[src/rtl/score_sequencer.sv]
// score_sequencer: song-level controller for the pitch scoring datapath.
// Pulls one sung/ref pair per note, pulses the comparator start, waits for
// its score (or a timeout), and accumulates a saturating song total.
// Optional build macro: SCORE_SEQ_STREAK_EN adds the longest-run-of-10s tracker.
//
// state      | meaning
// -----------+--------------------------------------------------------------
// IDLE       | no song running; totals hold the previous song's results
// WAIT_DATA  | waiting for both frequency FIFOs to hold a pair
// START      | cmp_start pulse is high; timeout timer is loaded
// WAIT_SCORE | waiting for cmp_score_ready or timer terminal count
// ACCUM      | last_score added into total_score, note_count advanced
// DONE       | song_done pulse; back to IDLE next cycle
module score_sequencer #(
  parameter int NUM_NOTES   = 64,
  parameter int CNT_W       = 8,
  parameter int TOTAL_W     = 10,
  parameter int TIMEOUT_CYC = 255
) (
  input  logic               clk,
  input  logic               rst,
  input  logic               song_start,
  input  logic               song_abort,
  input  logic               pair_valid,
  input  logic               cmp_score_ready,
  input  logic [3:0]         cmp_score,
  output logic               cmp_enable,
  output logic               cmp_start,
  output logic               busy,
  output logic               song_done,
  output logic [TOTAL_W-1:0] total_score,
  output logic [CNT_W-1:0]   note_count,
  output logic [3:0]         last_score,
  output logic               timeout_err,
  output logic [CNT_W-1:0]   max_streak
);

  localparam int                 TMR_W     = (TIMEOUT_CYC > 1) ? $clog2(TIMEOUT_CYC + 1) : 1;
  localparam logic [TMR_W-1:0]   TMR_LOAD  = TMR_W'(TIMEOUT_CYC);
  localparam logic [CNT_W-1:0]   LAST_NOTE = CNT_W'(NUM_NOTES - 1);
  localparam logic [TOTAL_W-1:0] TOTAL_MAX = '1;

  typedef enum logic [2:0] {
    IDLE, WAIT_DATA, START, WAIT_SCORE, ACCUM, DONE
  } state_t;

  state_t             state;
  logic [TMR_W-1:0]   timer;
  logic [TOTAL_W:0]   sum_wide;
  logic [TOTAL_W-1:0] total_next;

  // The timer is a down-counter loaded in START; reaching zero in WAIT_SCORE
  // lines up with TIMEOUT_CYC elapsed cycles of an incrementing count.
  assign sum_wide   = {1'b0, total_score} + {{(TOTAL_W-3){1'b0}}, last_score};
  assign total_next = sum_wide[TOTAL_W] ? TOTAL_MAX : sum_wide[TOTAL_W-1:0];

  // Sequencer FSM with registered outputs; abort from any active state wins.
  always_ff @(posedge clk) begin
    if (rst) begin
      state       <= IDLE;
      timer       <= '0;
      cmp_enable  <= 1'b0;
      cmp_start   <= 1'b0;
      busy        <= 1'b0;
      song_done   <= 1'b0;
      total_score <= '0;
      note_count  <= '0;
      last_score  <= '0;
      timeout_err <= 1'b0;
    end else begin
      cmp_start <= 1'b0;
      song_done <= 1'b0;
      if (song_abort && (state != IDLE)) begin
        state      <= IDLE;
        busy       <= 1'b0;
        cmp_enable <= 1'b0;
      end else begin
        case (state)
          IDLE: begin
            if (song_start && !song_abort) begin
              state       <= WAIT_DATA;
              busy        <= 1'b1;
              cmp_enable  <= 1'b1;
              total_score <= '0;
              note_count  <= '0;
              last_score  <= '0;
              timeout_err <= 1'b0;
            end
          end
          WAIT_DATA: begin
            if (pair_valid) begin
              state     <= START;
              cmp_start <= 1'b1;
            end
          end
          START: begin
            timer <= TMR_LOAD;
            state <= WAIT_SCORE;
          end
          WAIT_SCORE: begin
            timer <= timer - 1'b1;
            if (cmp_score_ready) begin
              last_score <= cmp_score;
              state      <= ACCUM;
            end else if (timer == '0) begin
              last_score  <= '0;
              timeout_err <= 1'b1;
              state       <= ACCUM;
            end
          end
          ACCUM: begin
            total_score <= total_next;
            note_count  <= note_count + 1'b1;
            if (note_count == LAST_NOTE) begin
              state      <= DONE;
              song_done  <= 1'b1;
              busy       <= 1'b0;
              cmp_enable <= 1'b0;
            end else begin
              state <= WAIT_DATA;
            end
          end
          DONE: begin
            state <= IDLE;
          end
          default: begin
            state <= IDLE;
          end
        endcase
      end
    end
  end

`ifdef SCORE_SEQ_STREAK_EN
  localparam logic [3:0] SCORE_MAX = 4'd10;

  logic [CNT_W-1:0] cur_streak;
  logic [CNT_W-1:0] streak_inc;

  assign streak_inc = cur_streak + 1'b1;

  // Tracks the current and longest run of perfect notes within a song.
  always_ff @(posedge clk) begin
    if (rst) begin
      cur_streak <= '0;
      max_streak <= '0;
    end else if ((state == IDLE) && song_start && !song_abort) begin
      cur_streak <= '0;
      max_streak <= '0;
    end else if ((state == ACCUM) && !song_abort) begin
      if (last_score == SCORE_MAX) begin
        cur_streak <= streak_inc;
        if (streak_inc > max_streak) begin
          max_streak <= streak_inc;
        end
      end else begin
        cur_streak <= '0;
      end
    end
  end
`else
  assign max_streak = '0;
`endif

endmodule
[config.mk]
export PLATFORM = sky130hd
export DESIGN_NAME = score_sequencer
export DESIGN_NICKNAME = d
export VERILOG_FILES = /design/src/rtl/score_sequencer.sv
export SDC_FILE = /design/constraint.sdc
export NUM_CORES = 1
export LEC_CHECK = 0
export ABC_AREA = 1
export BUFFER_PORTS_ARGS = -buffer_cell sky130_fd_sc_hd__buf_2
export CAP_MARGIN = 20
export CELL_PAD_IN_SITES_DETAIL_PLACEMENT = 0
export CELL_PAD_IN_SITES_GLOBAL_PLACEMENT = 1
export CORE_MARGIN = 3
export CORE_UTILIZATION = 35
export DETAILED_ROUTE_END_ITERATION = 8
export PLACE_DENSITY_LB_ADDON = 0.1
export SLEW_MARGIN = 20
export SYNTH_ARGS = -nofsm -noshare
export SYNTH_HDL_FRONTEND = slang
export SYNTH_SLANG_ARGS = --single-unit
[constraint.sdc]
create_clock -name clk -period 3.6 [get_ports clk]
set_input_delay 0.18 -clock clk [delete_from_list [all_inputs] [get_ports clk]]
set_output_delay 0.18 -clock clk [all_outputs]
set_load 0.02 [all_outputs]
==> flow_summary_export.csv, run 1 <==
group,metric,value,unit
run_status,status,"completed",
layout,layout_common_cells,"88 x nand2_1, 41 x inv_1, 37 x dfxtp_1",
setup_path,crit_path_top_delay_cell,"fa_1",
synth,yosysSeqAreaShare,0.341,
timing,finClkSkew,0.00463,ns
setup_path,cp.arrival,2.07,ns
synth,yosys.area.top_type_share,0.341,
clocking,worstSkewPairLatency,0.29,ns
drt,vias,2037,
setup_path,required,3.76,ns
setup_path,cp-start-kind,"flop",
synth,syn_area,0.00217,mm^2
timing,fin_crit_sh,0.531,
pwr,power_density,329,mW/mm^2
grt,antenna_found_initial,0,
placement,post-place-ws,1.68,ns
grt,grt_max_degree,21,
synth,synth.area.top_cells,"dfxtp_1 34%, nand2_1 15%, inv_1 7.1%",
clocking,cts_max_level,2,
die,die-area,0.00719,mm^2
clocking,clkTransAtPathRegs,0.07,ns
clocking,postCtsSetupBuffers,0,
placement,portBuffers,36,
die,io_pins,45,
timing,finalSetupTns,0,ns
worst_hold_path,hp-class,"in2reg",
placement,dp_hpwl,4.02,mm
die,rows,28,
pwr,ir_worst_vdd,0.000174,V
timing,slew_violations,0,
drt,viasPerCell,4.69,
run,maxCapViolations,0,
clocking,ctsHoldBuffers,0,
setup_path,critPathCaptureType,"flop",
clocking,cts_inserted_buffers,5,
drt,postRouteAntennaNets,0,
die,coreArea,0.00596,mm^2
timing,finalHoldViolations,0,
drt,drt_iter0_drc,64,
die,die_y,84.8,um
timing,setup_viol,0,
setup_path,crit_buf_inv,0,
synth,synth.largest_area_cell,"dfxtp_1",
timing,rsz0062_at_grt,"false",
pwr,p_leak,1.19,nW
die,dieWidth,84.8,um
setup_path,path_delay_family,"adder cells",
drt,drc,0,
drt,routedWlPerCell,12.0,um
layout,final_core_util,0.413,
synth,syn_avg_cell_area,6.75,um^2
synth,synthCells,322,
clocking,clockRootBuffer,"clkbuf_8",
placement,gp_congestion,0.770,
setup_path,cp_cell_sequence,"ha_1 -> fa_1 -> nand3_1 -> nand2_1 -> nand3_1 -> o21ai_0 -> nand2_1 -> a21oi_1",
clocking,post_cts_resized,0,
timing,fmax,523,MHz
layout,final_common_cell,"nand2_1",
layout,drive_above_1_share,0.175,
drt,drt-total-wl,5.21,mm
die,initial_core_util,0.365,
drt,firstDrtPassIters,4,
synth,ys_warn_count,0,
timing,worst_slack,1.69,ns
timing,fin_crit,1.91,ns
layout,n_antenna_cell,0,
layout,area_delta_synth_final,13.2,%
grt,overflow,0,
setup_path,crit_fanout,7,
grt,track_usage,0.153,
layout,layout.nets,376,
clocking,clockBufferDepth,2,
synth,synth_cell_types,36,
grt,first_global_vias,1910,
setup_path,slowest_delay,0.41,ns
synth,ys_ff_latch,37,
grt,grt_pass1_wl,8.96,mm
setup_path,crit_type,"reg2reg",
clocking,cts_num_sinks,37,
clocking,cts_tree,"built",
==> cell usage after synthesis <==
| cell | instances |
|---|---|
| nor2_1 | 23 |
| nor3_1 | 7 |
| a31o_2 | 1 |
| nor4_2 | 1 |
| nand2_2 | 2 |
| o21bai_1 | 1 |
| nand2_1 | 88 |
| a31oi_1 | 5 |
| o21ai_1 | 1 |
| nor2_2 | 4 |
| xnor2_1 | 1 |
| or2_2 | 2 |
| inv_1 | 41 |
| nor3b_1 | 1 |
| fa_1 | 1 |
| dfxtp_1 | 37 |
| inv_2 | 3 |
| nand3b_1 | 1 |
| nand2_8 | 1 |
| inv_4 | 1 |
| o21ai_2 | 1 |
| nand3_4 | 1 |
| nand3_1 | 23 |
| nor2_4 | 2 |
| and3_1 | 1 |
| o21ai_0 | 15 |
| ha_1 | 7 |
| xor2_1 | 2 |
| nand4_1 | 7 |
| clkbuf_1 | 2 |
| nand3_2 | 1 |
| buf_4 | 9 |
| buf_6 | 1 |
| a21oi_1 | 25 |
| buf_2 | 2 |
| conb_1 | 1 |
==> per-layer routing <==
| layer | vias up | share of wire | track usage |
|---|---|---|---|
| met4 | 0 | 0.0083 | 0.0388 |
| li1 | 1095 | - | - |
| met3 | 4 | 0.040 | 0.0314 |
| met2 | 36 | 0.48 | 0.255 |
| met1 | 902 | 0.48 | 0.203 |
| met5 | - | 0 | 0 |
==> flip-flops by register name, indices dropped and copies added (netlist names) <==
name	flops
busy	1
cmp_start	1
last_score	4
note_count	8
song_done	1
state	3
timeout_err	1
timer	8
total_score	10
==> kinds of logic (layout without fill, tap and decap cells) <==
kind of cell / Yosys count / after routing / share of synthesized area
buffers and inverters: 59 / 89 / 0.123
flip-flops: 37 / 37 / 0.341
XOR/XNOR: 3 / 3 / 0.0121
AND/OR/NAND/NOR: 165 / 165 / 0.352
adder cells (fa/ha/maj): 8 / 8 / 0.0495
other: 1 / 8 / 0.00173
AO/OA/AOI/OAI: 49 / 49 / 0.120
==> cell type report <==
type / instances / area [um^2]
well taps: 75 / 93.8
clock inverters: 2 / 10.0
fillers: 647 / 3500
multi-input cells: 233 / 1190
inverters: 45 / 171
flip-flops and latches: 37 / 741
clock buffers: 6 / 72.6
repair buffers: 36 / 180
==> where the power goes <==
| group | internal [mW] | total (mW) | switching, mW |
|---|---|---|---|
| clock network | 0.134 | 0.286 | 0.151 |
| logic | 0.0297 | 0.100 | 0.0704 |
| registers | 0.417 | 0.423 | 0.00640 |
| total | 0.581 | 0.809 | 0.228 |
==> tightest hold or removal path: stages <==
cell and delay, ns:
buf_2 0.10, nand2_1 0.05, nor2_1 0.03
==> metrics by stage <==
stage,hold WS (ns),area (um^2),total power [mW],cells
global placement,0.425,2380,0.535,426
detailed placement,0.428,2380,0.534,426
floorplan,0.301,2200,0.516,329
global route,0.126,2460,0.851,434
CTS,0.118,2460,0.824,434
finish,0.125,2460,0.809,434
==> final timing paths <==
path                  startpoint              to  slack (ns)  depth (start not counted)
setup / recovery  total_score[0]  total_score[2]        1.69                          8
hold / removal        pair_valid       cmp_start        0.12                          3
setup reg to reg  total_score[0]  total_score[2]        1.69                          8
hold reg to reg         timer[0]        timer[0]        0.46                          1
Note: power is estimated with default switching activity, not from simulation.
==> run 2, diff against run 1 <==
- ABC_AREA: 1 -> 0
- clock period: 3.6 -> 1.91 ns (I/O delays scaled with it)
==> flow_summary_export.csv, run 2 <==
group,metric,value,unit
run_status,status,"completed",
setup_path,crit_fanout,6,
layout,drive_above_1_share,0.275,
timing,fmax,533,MHz
grt,antenna_found_initial,0,
grt,track_usage,0.154,
clocking,ctsHoldBuffers,0,
clocking,clkTransAtPathRegs,0.08,ns
worst_hold_path,hold_path_startpoint,"cmp_score[0]",
pwr,p_int,1.15,mW
pwr,clockPowerShare,0.402,
run,maxCapViolations,0,
layout,n_antenna_cell,0,
timing,slew_violations,0,
die,io_pins,45,
pwr,p_sw_frac,0.251,
setup_path,critPathCaptureType,"flop",
clocking,clockBufferDepth,2,
synth,async_reset_ff_frac,0,
setup_path,required,2.08,ns
pwr,power_density,598,mW/mm^2
drt,vias,1934,
synth,syn_area,0.00207,mm^2
pwr,pwr-share-comb,0.086,
clocking,cts_tree,"built",
synth,synth.area.top_cells,"dfxtp_1 36%, a21oi_1 5.6%, nor2_1 5.1%",
synth,synth.most_common_cell,"dfxtp_1",
placement,gp_congestion,0.825,
timing,finalSetupTns,0,ns
die,die-area,0.00687,mm^2
timing,finalHoldViolations,0,
timing,finClkSkew,0.00554,ns
placement,portBuffers,36,
die,die_y,82.9,um
setup_path,worstSetupStartpoint,"last_score[0]",
setup_path,r2r-start,"last_score[0]",
drt,viasPerCell,5.23,
timing,fin_crit_sh,0.982,
pwr,p_leak,1.01,nW
placement,dp_hpwl,3.85,mm
worst_hold_path,hp-class,"in2reg",
synth,yosysSeqAreaShare,0.358,
layout,layout.nets,315,
layout,top_register,"total_score",
layout,final_common_cell,"buf_2",
clocking,cts_inserted_buffers,5,
synth,synth_edf_count,0,
timing,setup_viol,0,
drt,routedWlPerCell,14.3,um
synth,yosys.area.top_type_share,0.358,
layout,largestRegisters,"total_score: 10 flops, note_count: 8 flops, timer: 8 flops",
synth,synthCells,247,
synth,postSynth.topFlopCell,"dfxtp_1",
synth,synth_cell_types,55,
synth,ys_warn_count,0,
synth,syn_avg_cell_area,8.37,um^2
clocking,cts_num_sinks,37,
drt,drc,0,
layout,largest_reg_flops,10,
timing,rsz0062_at_grt,"true",
layout,final_core_util,0.456,
setup_path,cp.arrival,2.05,ns
pwr,power.switching,384,uW
die,rows,27,
grt,grt_pass1_wl,8.86,mm
drt,postRouteAntennaNets,0,
die,dieWidth,82.9,um
layout,layout_common_cells,"36 x buf_2, 35 x dfxtp_1, 28 x nor2_1",
clocking,cts_max_level,2,
timing,fin_crit,1.88,ns
clocking,worstSkewPairLatency,0.29,ns
pwr,power_frac_seq,0.512,
setup_path,crit_type,"reg2reg",
die,initial_core_util,0.369,
synth,synthTopCellsByCount,"37 x dfxtp_1, 28 x nor2_1, 23 x a21oi_1, 13 x nand2_1, 11 x o21ai_0",
drt,firstDrtPassIters,4,
die,coreArea,0.00561,mm^2
synth,ys_ff_latch,37,
grt,grt_max_degree,25,
synth,synth.largest_area_cell,"dfxtp_1",
setup_path,cp-start-kind,"flop",
layout,area_delta_synth_final,23.8,%
clocking,clockRootBuffer,"clkbuf_8",
grt,first_global_vias,1836,
grt,overflow,0,
drt,drt_iter0_drc,101,
drt,drt-total-wl,5.31,mm
pwr,ir_worst_vdd,0.000283,V
run 2: cell count changes in the layout (fill, tap and decap cells not counted), sizes merged, moves of 3 or more:
| cell | delta |
|---|---|
| nor4 | +7 |
| o21a | +3 |
| o21ai | -4 |
| a21o | +3 |
| nor3b | +3 |
| nand2 | -78 |
| xnor2 | +6 |
| a211oi | +5 |
| a2111oi | +3 |
| nand3 | -18 |
| a311oi | +4 |
| inv | -39 |
| buf | +21 |
run 2: per-layer routing:
metal | global-route usage | share of wire
met1 | 0.209 | 0.49
met3 | 0.0397 | 0.033
met4 | 0.0357 | 0.0049
met2 | 0.244 | 0.47
met5 | 0 | 0
run 2: timing repair:
item                                    CTS  global route
pin swaps                                 1             6
resized for setup                         0            11
setup buffers                             0             2
endpoints found under the setup margin    1             4
run 2: power groups by stage:
| stage | logic (mW) | registers, mW | clock network [mW] |
|---|---|---|---|
| 3_3_place_gp | 0.129 | 0.802 | 0 |
| 3_5_place_dp | 0.129 | 0.802 | 0 |
| 4_1_cts | 0.129 | 0.784 | 0.651 |
| 2_1_floorplan | 0.0993 | 0.805 | 0 |
| 6_report | 0.131 | 0.784 | 0.615 |
| 5_1_grt | 0.144 | 0.785 | 0.667 |
run 2: path summary, 6_finish.rpt:
path | slack [ns] | depth (start not counted) | end
worst max-delay path | 0.03 | 7 | total_score[7]
worst min register to register | 0.49 | 2 | timeout_err
worst min-delay path | 0.07 | 3 | last_score[0]
worst max register to register | 0.03 | 7 | total_score[7]
run 2: logic make-up after synthesis:
group,share of synthesized area
adders and majority gates,0.0520
AOI/OAI and AO/OA,0.215
DFF,0.358
xor gates and xnor gates,0.0424
other,0.00181
muxes,0.00544
and+or+nand+nor,0.247
buffers and inverters,0.0786
run 2: layout make-up:
cell class                 count  area [um^2]
clock buffer                   7         96.3
clock inverter                 1         5.00
fill                         611         3050
inverter                       6         22.5
multi-input combinational    190         1260
sequential                    37          743
tap                           72         90.1
timing repair buffer          57          338
run 2: stage by stage:
step           setup WS (ns)  cells  area [um^2]  hold slack [ns]  total power, mW
2_1_floorplan         0.0176    254         2110            0.250            0.904
3_3_place_gp          0.0427    361         2400            0.385            0.932
3_5_place_dp         -0.0157    361         2400            0.383            0.931
4_1_cts              0.00476    369         2500           0.0595             1.56
5_1_grt              -0.0480    370         2560           0.0653             1.60
6_report              0.0346    370         2560           0.0704             1.53
run 2: worst max-delay path: stages, from the launching register on:
cell,delay (ns)
dfxtp_2,0.34
ha_4,0.16
fa_2,0.39
a211oi_4,0.29
buf_4,0.16
nor4_4,0.05
nor4b_4,0.30
nor4_2,0.05
==> run 3, diff against run 2 <==
- RECOVER_POWER: not set -> 50
==> flow_summary_export.csv, run 3 (synthesis gave the netlist of run 2 again) <==
group,metric,value,unit
pwr,power_frac_seq,0.513,
placement,portBuffers,36,
pwr,ir_worst_vdd,0.000283,V
drt,viasPerCell,5.23,
placement,dp_hpwl,3.85,mm
worst_hold_path,hp-class,"in2reg",
die,initial_core_util,0.369,
timing,fmax,533,MHz
clocking,cts_inserted_buffers,5,
layout,n_antenna_cell,0,
layout,fillers,610,
setup_path,required,2.08,ns
timing,fin_crit_sh,0.982,
layout,largest_reg_flops,10,
layout,layout_common_cells,"35 x dfxtp_1, 31 x buf_2, 28 x nor2_1",
setup_path,critPathCaptureType,"flop",
die,io_pins,45,
run_status,status,"completed",
layout,regArea,743,um^2
timing,setup_viol,0,
clocking,clkTransAtPathRegs,0.08,ns
pwr,clockPowerShare,0.402,
setup_path,cp-start-kind,"flop",
pwr,p_leak,0.987,nW
setup_path,worstSetupStartpoint,"last_score[0]",
setup_path,crit_type,"reg2reg",
clocking,cts_max_level,2,
die,coreArea,0.00561,mm^2
clocking,clockRootBuffer,"clkbuf_8",
clocking,clockBufferDepth,2,
drt,routedWlPerCell,14.3,um
layout,instances_no_fill,370,
pwr,power_density,599,mW/mm^2
setup_path,r2r-end,"total_score[7]",
grt,track_usage,0.154,
placement,gp_congestion,0.825,
timing,fin_crit,1.88,ns
clocking,cts_num_sinks,37,
run,maxCapViolations,0,
timing,slew_violations,0,
die,rows,27,
drt,vias,1934,
grt,overflow,0,
drt,postRouteAntennaNets,0,
pwr,p_int,1.14,mW
layout,multi_input_area,0.00126,mm^2
setup_path,rr_worst_depth,7,
grt,antenna_found_initial,0,
layout,top_register,"total_score",
die,die_y,82.9,um
setup_path,cp.arrival,2.05,ns
timing,hold_slack,0.0704,ns
grt,first_global_vias,1836,
layout,largestRegisters,"total_score: 10 flops, note_count: 8 flops, timer: 8 flops",
grt,grt_pass1_wl,8.86,mm
layout,final_common_cell,"dfxtp_1",
clocking,cts_tree,"built",
pwr,pwr-share-comb,0.085,
setup_path,endpoint,"total_score[7]",
clocking,ctsHoldBuffers,0,
drt,drc,0,
die,die-area,0.00687,mm^2
layout,layout.nets,315,
drt,firstDrtPassIters,4,
timing,finalHoldViolations,0,
timing,rsz0062_at_grt,"true",
setup_path,r2r_slack,0.03,ns
timing,finClkSkew,0.00554,ns
layout,drive_above_1_share,0.258,
layout,area_delta_synth_final,23.5,%
setup_path,r2r-start,"last_score[0]",
pwr,p_sw_frac,0.251,
setup_path,crit_fanout,6,
drt,drt-total-wl,5.30,mm
clocking,worstSkewPairLatency,0.29,ns
placement,dp.cells,361,
grt,grt_max_degree,25,
die,dieWidth,82.9,um
pwr,power.switching,384,uW
drt,drt_iter0_drc,101,
## run 3: worst min-delay path by stage
stage                    startpoint       endpoint  slack (ns)  cells past startpoint
floorplan           cmp_score_ready  last_score[0]        0.25                      2
global placement       cmp_score[0]  last_score[0]        0.38                      3
detailed placement     cmp_score[0]  last_score[0]        0.38                      3
CTS                    cmp_score[3]  last_score[3]        0.06                      3
global route           cmp_score[3]  last_score[3]        0.07                      3
finish                 cmp_score[0]  last_score[0]        0.07                      3
## run 3: layout make-up
class / count / area share
Tap cell: 72 / 0.0353
Multi-Input combinational cell: 190 / 0.495
Inverter: 6 / 0.00882
Clock inverter: 1 / 0.00196
Timing Repair Buffer: 57 / 0.130
Clock buffer: 7 / 0.0377
Sequential cell: 37 / 0.291
## run 3: metrics by stage
stage                     setup WS, ns  total power [mW]  utilization  cell area, um^2  setup TNS [ns]
after CTS                      0.00476              1.56        0.446             2500               0
after floorplan                 0.0176             0.904            -             2110               0
after global placement          0.0427             0.932        0.428             2400               0
after global routing           -0.0480              1.60        0.455             2550         -0.0800
after detailed placement       -0.0157             0.931        0.428             2400         -0.0157
final                           0.0346              1.53        0.455             2550               0
## run 3: metal layers
metal / wire length [um] / share of wire / global-route usage / vias up
li1: - / - / - / 992
met1: 2610 / 0.49 / 0.209 / 911
met2: 2490 / 0.47 / 0.244 / 29
met3: 175 / 0.033 / 0.0397 / 2
met4: 26 / 0.0049 / 0.0357 / 0
met5: 0 / 0 / 0 / -
## run 3: worst max-delay path, cell delays in order, from the launching register on
cell,delay (ns)
dfxtp_2,0.34
ha_4,0.16
fa_2,0.39
a211oi_4,0.29
buf_4,0.16
nor4_4,0.05
nor4b_4,0.30
nor4_2,0.05
## run 3: power groups by stage
stage	registers (mW)	clock network, mW	logic (mW)
finish	0.784	0.615	0.130
global route	0.785	0.667	0.143
CTS	0.784	0.651	0.129
detailed placement	0.802	0	0.129
global placement	0.802	0	0.129
floorplan	0.805	0	0.0993
## run 3: repair_timing
action | in CTS | in global routing
pin swaps | 1 | 6
gates resized for setup | 0 | 11
setup endpoints to repair | 1 | 4
buffers inserted | 0 | 2
